`config.mk`:
```
export PLATFORM = sky130hd
export DESIGN_NAME = ob_match_ctrl
export DESIGN_NICKNAME = d
export VERILOG_FILES = /design/src/rtl/ob_match_ctrl.sv
export SDC_FILE = /design/constraint.sdc
export NUM_CORES = 1
export LEC_CHECK = 0
export ABC_CLOCK_PERIOD_IN_PS = 5600
export CELL_PAD_IN_SITES_DETAIL_PLACEMENT = 1
export CELL_PAD_IN_SITES_GLOBAL_PLACEMENT = 1
export CORE_MARGIN = 1
export CORE_UTILIZATION = 24
export DETAILED_ROUTE_END_ITERATION = 10
export PLACE_DENSITY_LB_ADDON = 0.1
export REMOVE_ABC_BUFFERS = 1
export SLEW_MARGIN = 40
export SYNTH_ARGS = -nofsm -noshare
export SYNTH_HDL_FRONTEND = slang
export SYNTH_SLANG_ARGS = --single-unit
```
`constraint.sdc`:
```
create_clock -name clk -period 5.6 [get_ports clk]
set_clock_uncertainty 0.15 [all_clocks]
set_input_delay 1.12 -clock clk [delete_from_list [all_inputs] [get_ports clk]]
set_output_delay 1.12 -clock clk [all_outputs]
set_load 0.01 [all_outputs]
```
`src/rtl/ob_match_ctrl.sv`:
```
// ob_match_ctrl: crosses bid/ask table heads into trades and drains both reject slots round-robin.
// Optional macro OB_MATCH_STATS_EN adds saturating trade_cnt_r / volume_cnt_r outputs.
package ob_match_pkg;
    typedef struct packed {
        logic [15:0] uid;
        logic [15:0] price;
        logic [15:0] qty;
    } table_t;
    typedef struct packed {
        logic [15:0] bid_uid;
        logic [15:0] ask_uid;
        logic [15:0] price;
        logic [15:0] qty;
    } trade_t;
endpackage

module ob_match_ctrl
    import ob_match_pkg::*;
#(
    parameter int STATS_W = 32
) (
`ifdef OB_MATCH_STATS_EN
    output logic [STATS_W-1:0] trade_cnt_r,
    output logic [STATS_W-1:0] volume_cnt_r,
`endif
    input  logic   clk,
    input  logic   rst,
    input  logic   match_en,
    input  logic   hold,
    input  logic   bid_head_vld_r,
    input  table_t bid_head_r,
    output logic   bid_head_pop,
    output logic   bid_head_upt,
    output table_t bid_head_upt_tbl,
    input  logic   ask_head_vld_r,
    input  table_t ask_head_r,
    output logic   ask_head_pop,
    output logic   ask_head_upt,
    output table_t ask_head_upt_tbl,
    input  logic   bid_reject_vld_r,
    input  table_t bid_reject_r,
    output logic   bid_reject_pop,
    input  logic   ask_reject_vld_r,
    input  table_t ask_reject_r,
    output logic   ask_reject_pop,
    output logic   trade_vld_r,
    output trade_t trade_r,
    input  logic   trade_accept,
    output logic   rej_vld_r,
    output table_t rej_r,
    output logic   rej_is_ask_r,
    input  logic   rej_accept,
    output logic   busy_r
);
    typedef enum logic [1:0] {IDLE, MATCH, SETTLE} state_t;
    state_t      r_state, w_next;
    logic [15:0] w_q;
    logic        w_start, w_rej_free, w_bid_el, w_ask_el, w_bid_gnt, w_ask_gnt;
    logic        r_bid_rpop, r_ask_rpop, r_rr_ask;
    // Packed BCD digits order the same as their binary value, so a plain compare suffices.
    assign w_q     = (bid_head_r.qty < ask_head_r.qty) ? bid_head_r.qty : ask_head_r.qty;
    assign w_start = match_en & ~hold & bid_head_vld_r & ask_head_vld_r &
                     (bid_head_r.price >= ask_head_r.price) & (~trade_vld_r | trade_accept);
    assign busy_r  = (r_state != IDLE);
    always_comb begin
        w_next           = r_state;
        bid_head_pop     = 1'b0;
        bid_head_upt     = 1'b0;
        bid_head_upt_tbl = '0;
        ask_head_pop     = 1'b0;
        ask_head_upt     = 1'b0;
        ask_head_upt_tbl = '0;
        case (r_state)
            IDLE:  w_next = w_start ? MATCH : IDLE;
            MATCH: begin
                w_next           = SETTLE;
                bid_head_pop     = (bid_head_r.qty == w_q);
                bid_head_upt     = (bid_head_r.qty != w_q);
                bid_head_upt_tbl = bid_head_upt ? {bid_head_r.uid, bid_head_r.price, bid_head_r.qty - w_q} : '0;
                ask_head_pop     = (ask_head_r.qty == w_q);
                ask_head_upt     = (ask_head_r.qty != w_q);
                ask_head_upt_tbl = ask_head_upt ? {ask_head_r.uid, ask_head_r.price, ask_head_r.qty - w_q} : '0;
            end
            default: w_next = IDLE;
        endcase
    end
    // A side popped last cycle still shows its old reject_vld_r, so it sits out one cycle.
    assign w_rej_free     = ~rej_vld_r | rej_accept;
    assign w_bid_el       = bid_reject_vld_r & ~r_bid_rpop;
    assign w_ask_el       = ask_reject_vld_r & ~r_ask_rpop;
    assign w_bid_gnt      = ~rst & w_rej_free & w_bid_el & (~w_ask_el | ~r_rr_ask);
    assign w_ask_gnt      = ~rst & w_rej_free & w_ask_el & ~w_bid_gnt;
    assign bid_reject_pop = w_bid_gnt;
    assign ask_reject_pop = w_ask_gnt;
    always_ff @(posedge clk) begin
        if (rst) begin
            r_state      <= IDLE;
            trade_vld_r  <= 1'b0;
            trade_r      <= '0;
            rej_vld_r    <= 1'b0;
            rej_r        <= '0;
            rej_is_ask_r <= 1'b0;
            r_bid_rpop   <= 1'b0;
            r_ask_rpop   <= 1'b0;
            r_rr_ask     <= 1'b0;
        end else begin
            r_state    <= w_next;
            r_bid_rpop <= w_bid_gnt;
            r_ask_rpop <= w_ask_gnt;
            if (r_state == MATCH) begin
                trade_vld_r <= 1'b1;
                trade_r     <= {bid_head_r.uid, ask_head_r.uid, ask_head_r.price, w_q};
            end else if (trade_accept) begin
                trade_vld_r <= 1'b0;
            end
            if (w_bid_gnt | w_ask_gnt) begin
                rej_vld_r    <= 1'b1;
                rej_r        <= w_bid_gnt ? bid_reject_r : ask_reject_r;
                rej_is_ask_r <= w_ask_gnt;
                r_rr_ask     <= w_bid_gnt;
            end else if (rej_accept) begin
                rej_vld_r <= 1'b0;
            end
        end
    end
`ifdef OB_MATCH_STATS_EN
    localparam int SW1 = STATS_W + 1;
    logic [STATS_W:0] w_vol_sum;
    assign w_vol_sum = {1'b0, volume_cnt_r} + SW1'(w_q);
    always_ff @(posedge clk) begin
        if (rst) begin
            trade_cnt_r  <= '0;
            volume_cnt_r <= '0;
        end else if (r_state == MATCH) begin
            trade_cnt_r  <= (&trade_cnt_r) ? trade_cnt_r : trade_cnt_r + 1'b1;
            volume_cnt_r <= w_vol_sum[STATS_W] ? '1 : w_vol_sum[STATS_W-1:0];
        end
    end
`endif
endmodule
```
# Word-level counts from Yosys, hierarchy flattened
# Cells that the tools add are included.
# op_classes
n_mux	16
n_addsub	2
magnitude_cmp	2
bitwise	25
n_eq_ne	5
n_reduce_logical	4
# ops
operator	count
$mux 48	5
$eq 16x16->1	2
$ne 16x16->1	2
$sub 16x16->16	2
$ge 16x16->1	1
$lt 16x16->1	1
$mux 16	1
$and 1x1->1	12
$mux 1	9
$not 1->1	9
$reduce_bool 2->1	3
$or 1x1->1	4
$pmux 2 s2	1
$eq 2x1->1 const B	1
$logic_not 2->1	1
# word_totals
out_inout_bits	218
input_bits	202
word_cells	68
regBits	120

# Logic depth before layout (Yosys ltp)
# Gate-level depths: netlist of run 1.
# depth
word_depth	9
mapped_depth	18
ltp_nobuf	17

# Least setup slack after synthesis of run 1
# OpenSTA, ideal clock, no wires.
# synth_timing
path_kind	input-to-output
from	in ask_head_r[13] in the netlist's numbering
to	out ask_head_upt_tbl[15] in the netlist's numbering
arrival_time_ns	4.672
slack_ns	-0.342
required_ns	4.330
stages	16
n_path_buf	1
cell_sequence	inv_1 -> ha_1 -> o211ai_2 -> or4_1 -> a211o_1 -> nand3_1 -> buf_6 -> mux2i_1 -> ha_1 -> nor2b_1 -> o31a_1 -> o211ai_1 -> nor2b_1 -> o32ai_1 -> mux2i_1 -> nor2_1
# synth_lines
element	line_no	rtl
from (decl)	36	input table_t ask_head_r,
to (decl)	39	output table_t ask_head_upt_tbl,

==> results of run 1 <==
==> metrics by stage <==
stage	setup TNS, ns	std cells	total power [mW]	instance area (um2)
6_report	-39.24	1912	3.41	15700
5_1_grt	-49.22	1912	3.54	15700
4_1_cts	-34.19	1876	3.24	14400
3_5_place_dp	-153.77	1802	1.83	12800
3_3_place_gp	-150.79	1800	1.81	12800
2_1_floorplan	-66.23	838	1.29	6840
==> registers in the layout, indices dropped and copies added, names as in the netlist <==
name          count
trade_vld_r       1
rej_r            48
rej_is_ask_r      1
r_rr_ask          1
rej_vld_r         1
trade_r          64
r_state           2
r_ask_rpop        1
r_bid_rpop        1
==> synthesized netlist by cell type, drive strengths merged, types with 3 or more instances <==
master	n
a222oi	48
nor3	10
and2	19
xor2	12
buf	14
nand2b	13
a21o	10
ha	63
a211o	3
a21boi	3
a21oi	82
xnor2	8
o21a	9
o21ai	21
a211oi	23
clkbuf	40
nand4	8
and3	4
nor2b	25
nand2	114
mux2i	17
o21bai	3
nand3	7
dfxtp	120
o211ai	3
a31oi	3
inv	43
nor2	140
==> area by class of cell <==
| class | count | area [um2] |
|---|---|---|
| Timing Repair Buffer | 656 | 6250 |
| Multi-Input combinational cell | 674 | 5740 |
| Inverter | 44 | 178 |
| Antenna cell | 2 | 5.00 |
| Fill cell | 3245 | 13100 |
| Sequential cell | 120 | 2400 |
| Tap cell | 384 | 480 |
| Clock inverter | 15 | 240 |
| Clock buffer | 17 | 425 |
==> worst max-delay path: stages <==
cell and delay, ns:
buf_8 0.08, inv_4 0.03, ha_4 0.26, nand3_4 0.08
or4_4 0.53, a211o_1 0.29, nand3_4 0.13, mux2i_1 0.22
buf_4 0.16, buf_6 0.09, ha_4 0.11, inv_2 0.03
fa_2 0.36, a211oi_2 0.25, o21ai_1 0.12, a31oi_1 0.23
o21bai_1 0.15, buf_4 0.17, o22ai_4 0.11, xor2_1 0.18
nor2_1 0.07, buf_2 0.15
==> logic make-up after synthesis <==
kind of cell	after synthesis	synth area share [%]
and+or+nand+nor	351	21.9
AOI/OAI and AO/OA	221	21.9
DFF	120	34.0
buffers and inverters	98	5.58
adders and majority gates	65	11.7
xor gates and xnor gates	20	2.48
muxes	17	2.41
==> how the worst max path moves through the flow <==
stage,from,end,slack [ns],depth (start not counted)
finish,ask_head_r[9],ask_head_upt_tbl[12],-0.59,22
global route,ask_head_r[9],ask_head_upt_tbl[12],-0.76,22
CTS,bid_head_r[13],bid_head_upt_tbl[21],-0.52,19
detailed placement,ask_head_r[13],bid_head_upt_tbl[35],-1.66,19
global placement,ask_head_r[13],bid_head_upt_tbl[39],-1.60,19
floorplan,ask_head_r[13],ask_head_upt_tbl[3],-1.22,14
==> where the power goes <==
part	leakage, nW	total, mW	internal [mW]	switching (mW)
sequential	0.975	0.903	0.886	0.0166
combinational	5.19	1.23	0.664	0.562
clock	0.325	1.28	0.802	0.475
total	6.49	3.41	2.35	1.05
==> per-layer routing <==
layer,global-route usage (%),vias up,share of wire [%]
met2,45.0,288,55
met3,4.21,55,4.1
met1,27.5,4571,39
li1,-,4418,-
met5,0,-,0
met4,6.94,0,2.3
==> what timing repair did <==
action	CTS	global route
setup buffers	37	42
gates cloned	6	3
resized for setup	614	335
setup endpoints to repair	100	99
pin swaps	72	55
==> metrics.cfg, run 1 <==
[min_path]
worstHoldPathCells=2
holdPathEnd=trade_r[63]
min_from=trade_r[63]
hold_class=flop to flop

[placed_design]
io_buffer_count=419
gp_congestion=0.895
pre_cts_slack_ns=-1.66
place_hpwl_um=27200

[clock_tree]
cts_num_sinks=120
cts_buffers=17
cts_hold_buf=0
insertion_delay_ns=0.41
cts_tree=built
h-tree-depth=4
root_buffer=clkbuf_16
clk_pin_slew_ns=0.07
clock_path_buffers=2

[worst_setup_path]
startpoint_type=primary input
crit_fanout=4
crit_type=primary input to output port
r2r-end=rej_r[42]
critPathArrivalTime_ns=4.92
r2r_cells=6
required_ns=4.33
crit_path_end_kind=output port
r2r_slack_ns=3.26
r2r-start=r_ask_rpop

[drt]
avgViaCountPerCell=4.88
drc_errors=0
wl_um=40600
dr.pass1.iters=8
antenna_left=0
first_iter_violations=502
wl_per_cell_um=21.2
vias=9332

[timing]
max_slew_margin_pct=54.2
fin_ws_ns=-0.591
worst_slew_pin_slew_ns=0.688
final-hold-violation-count=0
finalSetupViolCount=99
maxSlewViolCount=0
rsz0062_at_grt=true
fmax_mhz=162
period_share_pct=111
hold_slack_ns=0.303
period_needed_ns=6.19

[global_routing]
grt_pass1_wl_um=56000
antenna_found_initial=2
grt_pass1_vias=9302
grt_usage_pct=24.0
grt_max_degree=76
grt.overflow.total=0

[die]
fp.dieH_um=174
ios=420
die_area_mm2=0.0301
die_x_um=174
rows=62
start_util_pct=24.5
coreArea_mm2=0.0289

[synthesis]
syn_area_per_cell_um2=7.92
async_reset_ff_share_pct=0
synth_area_mm2=0.00707
ys_types=53
synth.area.top_cells=dfxtp_1 (34%), ha_1 (11%), nor2_1 (7.4%)
ys_warn_count=0
synth_largest_area_cell=dfxtp_1
synth_ff_type=dfxtp_1
yosysSeqAreaShare_pct=34.0
synth_edf_count=0
synth_top_area_share_pct=34.0
ys_ff_latch=120
synth_cells=892

[final_layout]
post-route-util_pct=54.5
layout.nets=1780
layout_commonest_cell=clkdlybuf4s50_1
area_growth_syn_to_layout_pct=122
mostFrequentLayoutCells=clkdlybuf4s50_1 (290), buf_4 (179), dfxtp_1 (120)
drive_above_1_share_pct=39.8

[outcome]
outcome=finished with violations
violations=negative setup slack

[power]
vdd_drop_max_mv=0.188
p_per_area_mw_per_mm2=217
p_leak_nw=6.49

[job]
maxCapViolations=0

Power figures use the tool's default switching activity.
==> run 2: changes to the inputs <==
--- a/config.mk
+++ b/config.mk
@@ -6,7 +6,7 @@
 export NUM_CORES = 1
 export LEC_CHECK = 0
 export ABC_CLOCK_PERIOD_IN_PS = 5600
-export CELL_PAD_IN_SITES_DETAIL_PLACEMENT = 1
+export CELL_PAD_IN_SITES_DETAIL_PLACEMENT = 0
 export CELL_PAD_IN_SITES_GLOBAL_PLACEMENT = 1
 export CORE_MARGIN = 1
 export CORE_UTILIZATION = 24
==> run 2 against run 1 <==
  * The flow still finishes with violations (negative setup slack)
  * Sequential share of layout area up 0.17 points
  * Total power down 4.9%
  * Clock power down 9%
  * Die area unchanged
  * Final cell count down 0.26%
  * Sequential power about the same
  * Non-clock buffer count down 3
  * Routed wire length down 13%
  * Register-to-register slack better by 0.04 ns
  * Fmax up 1.3%
  * First-iteration DRC count down 17%
  * Final area down 1.1%
==> metrics.cfg, run 2 (synthesis gave the netlist of run 1 again) <==
[worst_setup_path]
cp_num_buf_inv=7
crit_cells=19
required_ns=4.33
critPathArrivalTime_ns=4.84
crit_fanout=7
r2r_cells=7
crit_path_end_kind=output port
critical-path-top-delay-family=simple AND/OR/NAND/NOR gates
startpoint_type=primary input
cp_slowest_stage_delay_ns=0.51
slowest_stage=or4_4
critical_path.cell_chain=buf_8, inv_4, ha_4, o211ai_2, or4_4, a211o_1, nand3_4, buf_12, buf_12, mux2i_4, ha_4, nand3_2, nor3_2, nand4_1, o21ai_4, clkinv_4, buf_16, o311a_1, buf_2
crit_type=primary input to output port

[placed_design]
place_hpwl_um=25300
dp_cells=1802
gp_congestion=0.895
io_buffer_count=419

[final_layout]
multi_input_area_mm2=0.00560
mostFrequentLayoutCells=clkdlybuf4s50_1 (290), buf_4 (174), dfxtp_1 (120)
largest_registers=trade_r x64, rej_r x48, r_state x2
stdcell_count=1907
layout_commonest_cell=clkdlybuf4s50_1
n_antenna_cell=0
drive_above_1_share_pct=38.7
area_growth_syn_to_layout_pct=120
layout.nets=1777
largest_register_ffs=64
regMostFlops=trade_r
register_area_mm2=0.00240
fillerInstances=2701

[clock_tree]
insertion_delay_ns=0.41
cts_tree=built
clock_path_buffers=2
cts_num_sinks=120
cts_buffers=17
clk_pin_slew_ns=0.05
h-tree-depth=4
root_buffer=clkbuf_16
cts_hold_buf=0

[die]
fp.dieH_um=174
die_x_um=174
ios=420
rows=62
coreArea_mm2=0.0289
die_area_mm2=0.0301
start_util_pct=24.5

[power]
p_leak_nw=6.41
power.total_mw=3.24
vdd_drop_max_mv=0.188
p_per_area_mw_per_mm2=208

[drt]
avgViaCountPerCell=4.66
wl_per_cell_um=18.5
dr.pass1.iters=6
antenna_left=0
vias=8882
first_iter_violations=417
wl_um=35200
drc_errors=0

[global_routing]
grt_usage_pct=22.1
grt_pass1_wl_um=51100
grt_max_degree=76
grt.overflow.total=0
antenna_found_initial=0
grt_pass1_vias=8547

[timing]
max_slew_margin_pct=54.9
fin_ws_ns=-0.514
finalSetupViolCount=99
period_needed_ns=6.11
fmax_mhz=164
period_share_pct=109
maxSlewViolCount=0
worst_slew_pin_slew_ns=0.676
rsz0062_at_grt=true
final-hold-violation-count=0

[outcome]
outcome=finished with violations
violations=negative setup slack

[job]
maxCapViolations=0

[min_path]
worstHoldPathCells=2
hold_class=flop to flop

==> run 2: cell count changes in the layout (fill, tap and decap cells not counted), moves of 4 or more <==
cell / before / now
nor2_4: 29 / 33
nor2b_1: 8 / 12
buf_4: 179 / 174
buf_2: 44 / 40
ha_4: 34 / 26
ha_1: 29 / 36
==> run 2: timing repair <==
item	in CTS	in global routing
buffers inserted	48	27
resized for setup	685	241
cloned	5	2
endpoints found under the hold margin	0	0
endpoints found under the setup margin	100	99
pin swaps	64	63
==> run 2: cell type report <==
| class | instances | share of cell area [%] |
|---|---|---|
| Timing Repair Buffer | 653 | 40.3 |
| Clock buffer | 17 | 2.74 |
| Sequential cell | 120 | 15.4 |
| Inverter | 44 | 1.16 |
| Clock inverter | 15 | 1.23 |
| Tap cell | 384 | 3.09 |
| Multi-Input combinational cell | 674 | 36.0 |
==> run 2: final timing paths <==
check | from | to | slack, ns
max | ask_head_r[13] | bid_head_upt_tbl[10] | -0.51
min | trade_r[39] | trade_r[39] | 0.30
max reg2reg | rej_vld_r | rej_r[25] | 3.30
min reg2reg | trade_r[39] | trade_r[39] | 0.30
==> run 2: through the flow <==
stage	setup WS, ns	utilization [%]	setup TNS [ns]	cell area (um2)	hold slack (ns)
5_1_grt	-0.678	53.9	-47.38	15600	0.317
4_1_cts	-0.507	49.9	-32.12	14400	0.305
3_5_place_dp	-1.61	44.5	-150.44	12800	0.297
6_report	-0.514	53.9	-36.49	15600	0.301
2_1_floorplan	-1.22	-	-66.23	6840	0.280
3_3_place_gp	-1.60	44.3	-150.79	12800	0.293
==> run 2: layer usage <==
layer	global-route usage, %	share of wire (%)
met5	0	0
met4	6.51	2.0
met3	4.54	4.7
met2	41.0	53
met1	25.2	40
==> run 2: tightest hold or removal path, cell delays in order (launching register included) <==
cell,delay (ns)
dfxtp_1,0.30
nand2_1,0.05
a21oi_1,0.05
==> run 2: report_power, final <==
part	leakage [nW]	switching (mW)	internal (mW)
Sequential	0.975	0.0160	0.886
Combinational	5.14	0.519	0.656
Clock	0.297	0.450	0.711
Total	6.41	0.985	2.25
